<file path="src/rtl/instr_mem_loader.sv">
// Boot loader: assembles a length-prefixed little-endian byte stream into 32-bit words,
// writes them to instruction memory from address 0 and holds the core in reset until the XOR checksum matches.
module instr_mem_loader #(
    parameter int WIDTH      = 32,
    parameter int ADDR_WIDTH = 10
) (
    input  logic                  clk,
    input  logic                  reset,
    input  logic                  start,
    input  logic [7:0]            in_data,
    input  logic                  in_valid,
    output logic                  in_ready,
    output logic                  imem_we,
    output logic [ADDR_WIDTH-1:0] imem_addr,
    output logic [WIDTH-1:0]      imem_wdata,
    output logic                  cpu_reset,
    output logic                  done,
    output logic                  error,
    output logic [15:0]           word_count
);

    typedef enum logic [2:0] {
        S_IDLE,
        S_LEN0,
        S_LEN1,
        S_DATA,
        S_CHK,
        S_DONE,
        S_ERROR
    } state_t;

    localparam logic [31:0] CAPACITY = 32'(1) << ADDR_WIDTH;

    state_t      state;
    state_t      state_next;
    logic [1:0]  byte_idx;
    logic [15:0] word_idx;
    logic [23:0] asm_reg;
    logic [7:0]  checksum;

    logic        fire;
    logic        restart;
    logic        last_byte;
    logic        last_word;
    logic [15:0] count_full;
    logic        overflow;

    always_comb begin
        in_ready = (state == S_LEN0) || (state == S_LEN1) ||
                   (state == S_DATA) || (state == S_CHK);
    end

    assign fire       = in_valid && in_ready;
    assign restart    = start && ((state == S_IDLE) || (state == S_DONE) || (state == S_ERROR));
    assign last_byte  = (byte_idx == 2'd3);
    assign last_word  = ((word_idx + 16'd1) == word_count);
    assign count_full = {in_data, word_count[7:0]};
    assign overflow   = ({16'h0000, count_full} > CAPACITY);

    always_ff @(posedge clk) begin
        if (reset) begin
            state <= S_IDLE;
        end else begin
            state <= state_next;
        end
    end

    always_comb begin
        state_next = state;
        case (state)
            S_IDLE, S_DONE, S_ERROR: begin
                if (start) state_next = S_LEN0;
            end
            S_LEN0: begin
                if (fire) state_next = S_LEN1;
            end
            S_LEN1: begin
                if (fire) begin
                    if (overflow)                 state_next = S_ERROR;
                    else if (count_full == 16'd0) state_next = S_CHK;
                    else                          state_next = S_DATA;
                end
            end
            S_DATA: begin
                if (fire && last_byte && last_word) state_next = S_CHK;
            end
            S_CHK: begin
                if (fire) state_next = (in_data == checksum) ? S_DONE : S_ERROR;
            end
            default: state_next = S_IDLE;
        endcase
    end

    always_ff @(posedge clk) begin
        if (reset) begin
            imem_we    <= 1'b0;
            imem_addr  <= '0;
            imem_wdata <= '0;
            cpu_reset  <= 1'b1;
            done       <= 1'b0;
            error      <= 1'b0;
            word_count <= '0;
            checksum   <= '0;
            byte_idx   <= '0;
            word_idx   <= '0;
            asm_reg    <= '0;
        end else begin
            imem_we <= 1'b0;
            if (restart) begin
                done      <= 1'b0;
                error     <= 1'b0;
                checksum  <= '0;
                byte_idx  <= '0;
                word_idx  <= '0;
                imem_addr <= '0;
                cpu_reset <= 1'b1;
            end
            if (fire) begin
                case (state)
                    S_LEN0: word_count <= {8'h00, in_data};
                    S_LEN1: begin
                        word_count[15:8] <= in_data;
                        if (overflow) error <= 1'b1;
                    end
                    S_DATA: begin
                        checksum <= checksum ^ in_data;
                        byte_idx <= byte_idx + 2'd1;
                        // Bytes arrive LSB first, so the first three shift down into asm_reg
                        // and the fourth completes the word directly from in_data.
                        if (last_byte) begin
                            imem_we    <= 1'b1;
                            imem_addr  <= ADDR_WIDTH'(word_idx);
                            imem_wdata <= WIDTH'({in_data, asm_reg});
                            word_idx   <= word_idx + 16'd1;
                        end else begin
                            asm_reg <= {in_data, asm_reg[23:8]};
                        end
                    end
                    S_CHK: begin
                        if (in_data == checksum) begin
                            done      <= 1'b1;
                            cpu_reset <= 1'b0;
                        end else begin
                            error <= 1'b1;
                        end
                    end
                    default: ;
                endcase
            end
        end
    end

endmodule

</file>
<file path="config.mk">
export PLATFORM = sky130hd
export DESIGN_NAME = instr_mem_loader
export DESIGN_NICKNAME = d
export VERILOG_FILES = /design/src/rtl/instr_mem_loader.sv
export SDC_FILE = /design/constraint.sdc
export NUM_CORES = 1
export LEC_CHECK = 0
export ABC_AREA = 1
export CAP_MARGIN = 10
export CORE_MARGIN = 2
export CORE_UTILIZATION = 63
export CTS_CLUSTER_DIAMETER = 200
export DETAILED_ROUTE_END_ITERATION = 16
export DONT_BUFFER_PORTS = 1
export GPL_ROUTABILITY_DRIVEN = 1
export MAX_ROUTING_LAYER = met4
export PLACE_DENSITY_LB_ADDON = 0.2
export SLEW_MARGIN = 20
export SYNTH_ARGS = -nofsm -noshare
export SYNTH_HDL_FRONTEND = slang
export SYNTH_SLANG_ARGS = --single-unit
export TNS_END_PERCENT = 20
</file>
<file path="constraint.sdc">
create_clock -name clk -period 2.5 [get_ports clk]
set_clock_uncertainty 0.05 [all_clocks]
set_input_delay 0.625 -clock clk [delete_from_list [all_inputs] [get_ports clk]]
set_output_delay 0.625 -clock clk [all_outputs]
set_load 0.01 [all_outputs]
</file>
# Word-level counts from Yosys, hierarchy flattened
# Cells that the tools add are included.
[word_totals]
regBits = 115
in_bits = 12
out_inout_bits = 63
elab_cells = 91
[op_classes]
n_addsub = 2
n_lt_le_gt_ge = 1
eq_ne = 14
muxes = 38
bitwise_logic = 4
reduce_logical = 19
[ops]
columns = ["operator", "n"]
rows = [
  ["16-bit 2-to-1 mux", 4],
  ["10-bit 2-to-1 mux", 4],
  ["8-bit 2-to-1 mux", 3],
  ["3-bit 2-to-1 mux", 7],
  ["16-bit by 1-bit adder with 16-bit output, second input constant", 1],
  ["16-bit == test", 1],
  ["16-bit by 11-bit > comparator with 1-bit output, second input constant", 1],
  ["16-bit zero test", 1],
  ["8-bit case mux with 2 select lines", 1],
  ["3-bit case mux with 5 select lines", 1],
  ["1-bit 2-to-1 mux", 13],
  ["3-bit == test, second input constant", 3],
  ["8-bit == test", 1],
  ["2-bit 2-to-1 mux", 4],
  ["2-bit inequality test, second input constant", 4],
  ["8-bit bitwise XOR", 1],
  ["3-bit by 2-bit == test with 1-bit output, second input constant", 2],
  ["3-bit AND reduction", 2],
  ["3-bit OR reduction", 2],
  ["1-bit logical OR", 5],
  ["5-bit AND reduction", 1],
  ["1-bit logical AND", 4],
  ["2-bit AND reduction", 2],
  ["3-bit by 1-bit == test with 1-bit output, second input constant", 1],
  ["other kinds (7)", 9],
]

# Longest topological paths before layout
[logic_depth]
ltp_word = 9
ltp_mapped = 17
mapped_depth_nobuf = 17

# Worst setup path after synthesis
# OpenSTA, ideal clock, no wires.
[synth_path]
path_kind = "register to register"
start = "reg word_idx[0]"
end = "reg state[0]"
setup_ns = 0.114
arrival_time_ns = 1.716
path_slack_ns = 0.620
path_stages_with_launch = 15
synth_period_minus_slack_ns = 1.880
cell_sequence = "dfxtp_1 > ha_1 > nand2_2 > nor2_4 > nand2_1 > nor2_2 > xnor3_1 > nand2_1 > nor2_1 > nand2_1 > nand2_1 > nand2_2 > nand2_1 > nand2_1 > nor2_2"
[synth_between]
elab_chain_len = 5
[synth_rtl]
columns = ["item", "line", "rtl"]
rows = [
  ["start: declaration", "37", "logic [15:0] word_idx;"],
  ["start signal: assignment", "134", "word_idx <= word_idx + 16'd1;"],
  ["16-bit by 1-bit adder with 16-bit output", "56", "assign last_word = ((word_idx + 16'd1) == word_count);"],
  ["16-bit == test", "56", ""],
  ["1-bit logical AND", "85", "if (fire && last_byte && last_word) state_next = S_CHK;"],
  ["2-bit by 1-bit inequality test with 1-bit output (no line)", "-", ""],
  ["5-bit AND reduction (no line)", "-", ""],
  ["end signal: assignment", "64", "state <= state_next;"],
  ["end: declaration", "34", "state_t state;"],
]
# Every way passes these cells.
# A chain may end at the register's enable or synchronous reset.

# Worst setup path in the final report
[layout_path]
start = "reg word_idx[0]"
end = "reg state[1]"
# Same word-level chain as after synthesis.

==> results.toml <==
[sta]
tns_ns = 0
slew_viol_final = 0
finalHoldViolCount = 0
rsz0062_at_grt = "false"
setup_viol = 0
slew_headroom_pct = 59.64
min_period_over_period_pct = 92.64
layout_min_cycle_time_ns = 2.316
fmax_mhz = 431.8
worstMarginPinSlew_ns = 0.6039

[cells_and_area]
n_antenna_cell = 0
nNetsFinal = 705
synthToLayoutAreaGrowth_pct = 12.90
drive_above_1_share_pct = 9.517
largest_reg_flops = 32
instances_no_fill = 806

[worst_setup_path]
cp_common_cell = "nand2_1"
r2r_end = "state[1]"
worstReg2RegStart = "word_idx[0]"
path_cells = "ha_1, nand2_2, nor2_4, nand2_2, clkinv_1, nand4_2, nand2_1, nand2_1, nand2_1, nand2_1, nor2_1, nand2_1, nand2_1, nand2_2, nor2_1, nor2_2"
crit_type = "reg2reg"
critPathCapture = "state[1]"
slowest_delay_ns = 0.45
worstPathArrival_ns = 2.68
worst_setup_path_end_kind = "flop"
cp-start-kind = "flop"
slowest_stage = "dfxtp_1"
startpoint = "word_idx[0]"
rrSetupSlack_ns = 0.18
worstPathMaxFanout = 7
r2r_cells = 16
required_ns = 2.87

[floorplan]
start_util_pct = 65.45
core_mm2 = 0.007807
num_rows = 32
io_pins = 75
die_width_um = 94.06
die_h_um = 94.06
dieArea_mm2 = 0.008847

[clocking]
clock-root-buffer = "clkbuf_8"
postCtsSetupBuffers = 0
insertion_delay_ns = 0.52
h-tree-depth = 4
ctsLongestPathBuffers = 2
cts_hold_buffers = 0
cts_resized = 0
clock_sinks = 115
clk_pin_slew_ns = 0.06
cts_buffers = 17
cts_tree = "done"

[grt]
first_global_vias = 4436
grt_overflow_total = 0
antenna_found_initial = 0
grt_pass1_wl_mm = 21.94
grt_max_degree = 53
grtUsageTotal_pct = 32.97

[synth]
synth-edff-count = 0
synth.distinct_cells = 35
yosysWarnings = 0
syn-cell-area_mm2 = 0.005110
synthTopCellsByArea = "dfxtp_1 45%, nand2_1 11%, nand3_1 8.0%"
synth_top_area_share_pct = 45.05
post-synth-top-count-cell = "nand2_1"
netlist_top_cells_count = "155 x nand2_1, 115 x dfxtp_1, 82 x nand3_1"
synth_area_leader_cell = "dfxtp_1"
synth_nets = 710
ys.flop_type = "dfxtp_1"
ys_ff_latch = 115
ys_seq_area_share_pct = 45.05
async_reset_ff_share_pct = 0
avgSynthCellArea_um2 = 7.342
synth_cells = 696

[place]
port_buffers = 0
dpl.cell_count = 774
gp_congestion = 0.9176
place_hpwl_mm = 9.361

[detailed_routing]
via_per_inst = 5.944
ant_nets = 0
vias = 4791
routedWlPerCell_um = 17.03
totalWireLength_mm = 13.73
drc = 0
drt_iter0_drc = 288
first_pass_iters = 5

[power_and_ir_drop]
powerDensity_mw_per_mm2 = 938.3
leakagePower_nw = 2.493
irDropWorstVdd_v = 0.001149

[hold_path]
min_path_type = "in2reg"

[job]
max_cap_violations = 0

[outcome]
status = "complete, no violations"
layout by cell type (no fill, tap or decap):
| master | n |
|---|---|
| nand3_1 | 82 |
| xor2_1 | 9 |
| nand2_1 | 155 |
| nor2_2 | 3 |
| inv_1 | 60 |
| nor3_2 | 2 |
| nand3b_1 | 1 |
| clkbuf_16 | 16 |
| clkinv_4 | 5 |
| o21ai_0 | 47 |
| nand4_2 | 1 |
| nor3_1 | 15 |
| o22ai_1 | 5 |
| o32ai_1 | 7 |
| o21ai_2 | 1 |
| a211oi_1 | 11 |
| dfxtp_1 | 115 |
| inv_2 | 6 |
| bufinv_16 | 3 |
| ha_1 | 2 |
| a21oi_1 | 42 |
| nor2_8 | 1 |
| nor4_1 | 4 |
| inv_6 | 3 |
| nand2_4 | 1 |
| xnor3_1 | 1 |
| o31ai_1 | 8 |
| buf_4 | 7 |
| o21ai_1 | 4 |
| clkinv_2 | 2 |
| o211ai_1 | 1 |
| nor2_1 | 57 |
| clkinvlp_4 | 1 |
| nand2_2 | 5 |
| nand4_1 | 9 |
| nor2_4 | 7 |
| clkinv_1 | 2 |
| buf_12 | 1 |
| clkbuf_8 | 2 |
cell type report:
cell class / count / area (um^2)
fill: 604 / 2038
inverter: 68 / 255.2
multi-input combinational: 481 / 2406
sequential: 115 / 2302
tap: 102 / 127.6
timing repair buffer: 8 / 72.57
clock inverter: 14 / 177.7
clock buffer: 18 / 427.9
power by group:
group,internal [mW],switching (mW),total (mW),leakage (nW)
clock,1.56,0.889,2.44,0.296
combinational,0.238,0.609,0.847,1.27
sequential,1.96,0.161,2.12,0.929
total,3.75,1.66,5.41,2.49
metrics by stage:
stage | util [%] | instance area [um^2] | setup WS, ns | power, mW | hold slack (ns)
after floorplan | - | 5110 | 0.6200 | 2.737 | 0.3636
after global placement | 66.14 | 5164 | 0.3823 | 2.944 | 0.3808
after detailed placement | 66.14 | 5164 | 0.2647 | 2.961 | 0.3779
final | 73.89 | 5769 | 0.1839 | 5.413 | 0.1254
after CTS | 73.89 | 5769 | 0.2347 | 5.394 | 0.1143
after global routing | 73.89 | 5769 | 0.006780 | 5.616 | 0.1122
metal layers:
layer | wire length (um) | vias up | track usage (%) | part of all wire, %
li1 | - | 2318 | - | -
met1 | 5793 | 2216 | 40.76 | 42
met2 | 6499 | 229 | 52.44 | 47
met3 | 1142 | 28 | 8.507 | 8.3
met4 | 293 | 0 | 11.84 | 2.1
met5 | 0 | - | - | 0
worst min-delay path by stage:
stage	depth (start not counted)	start	end
after floorplan	2	asm_reg[0]	imem_wdata[0]
after global placement	2	asm_reg[6]	imem_wdata[6]
after detailed placement	2	asm_reg[1]	imem_wdata[1]
after CTS	1	reset	error
after global routing	1	reset	imem_addr[0]
final	1	reset	imem_addr[0]
worst max-delay path, delay by kind of cell, from the launching register on:
kind,cells,cell delay (ns)
fa+ha+maj,1,0.26
buf+inv,1,0.08
simple gates,14,1.37
flops,1,0.45
cells by family (layout without fill, tap and decap cells):
| family | Yosys count | count (layout) | share of synthesized area, % |
|---|---|---|---|
| adder cells (fa/ha/maj) | 2 | 2 | 0.4896 |
| AO/OA/AOI/OAI | 126 | 126 | 14.03 |
| flip-flops | 115 | 115 | 45.05 |
| XOR/XNOR | 10 | 10 | 1.983 |
| buffers and inverters | 100 | 108 | 7.860 |
| AND/OR/NAND/NOR | 343 | 343 | 30.58 |
Power figures use the tool's default switching activity.
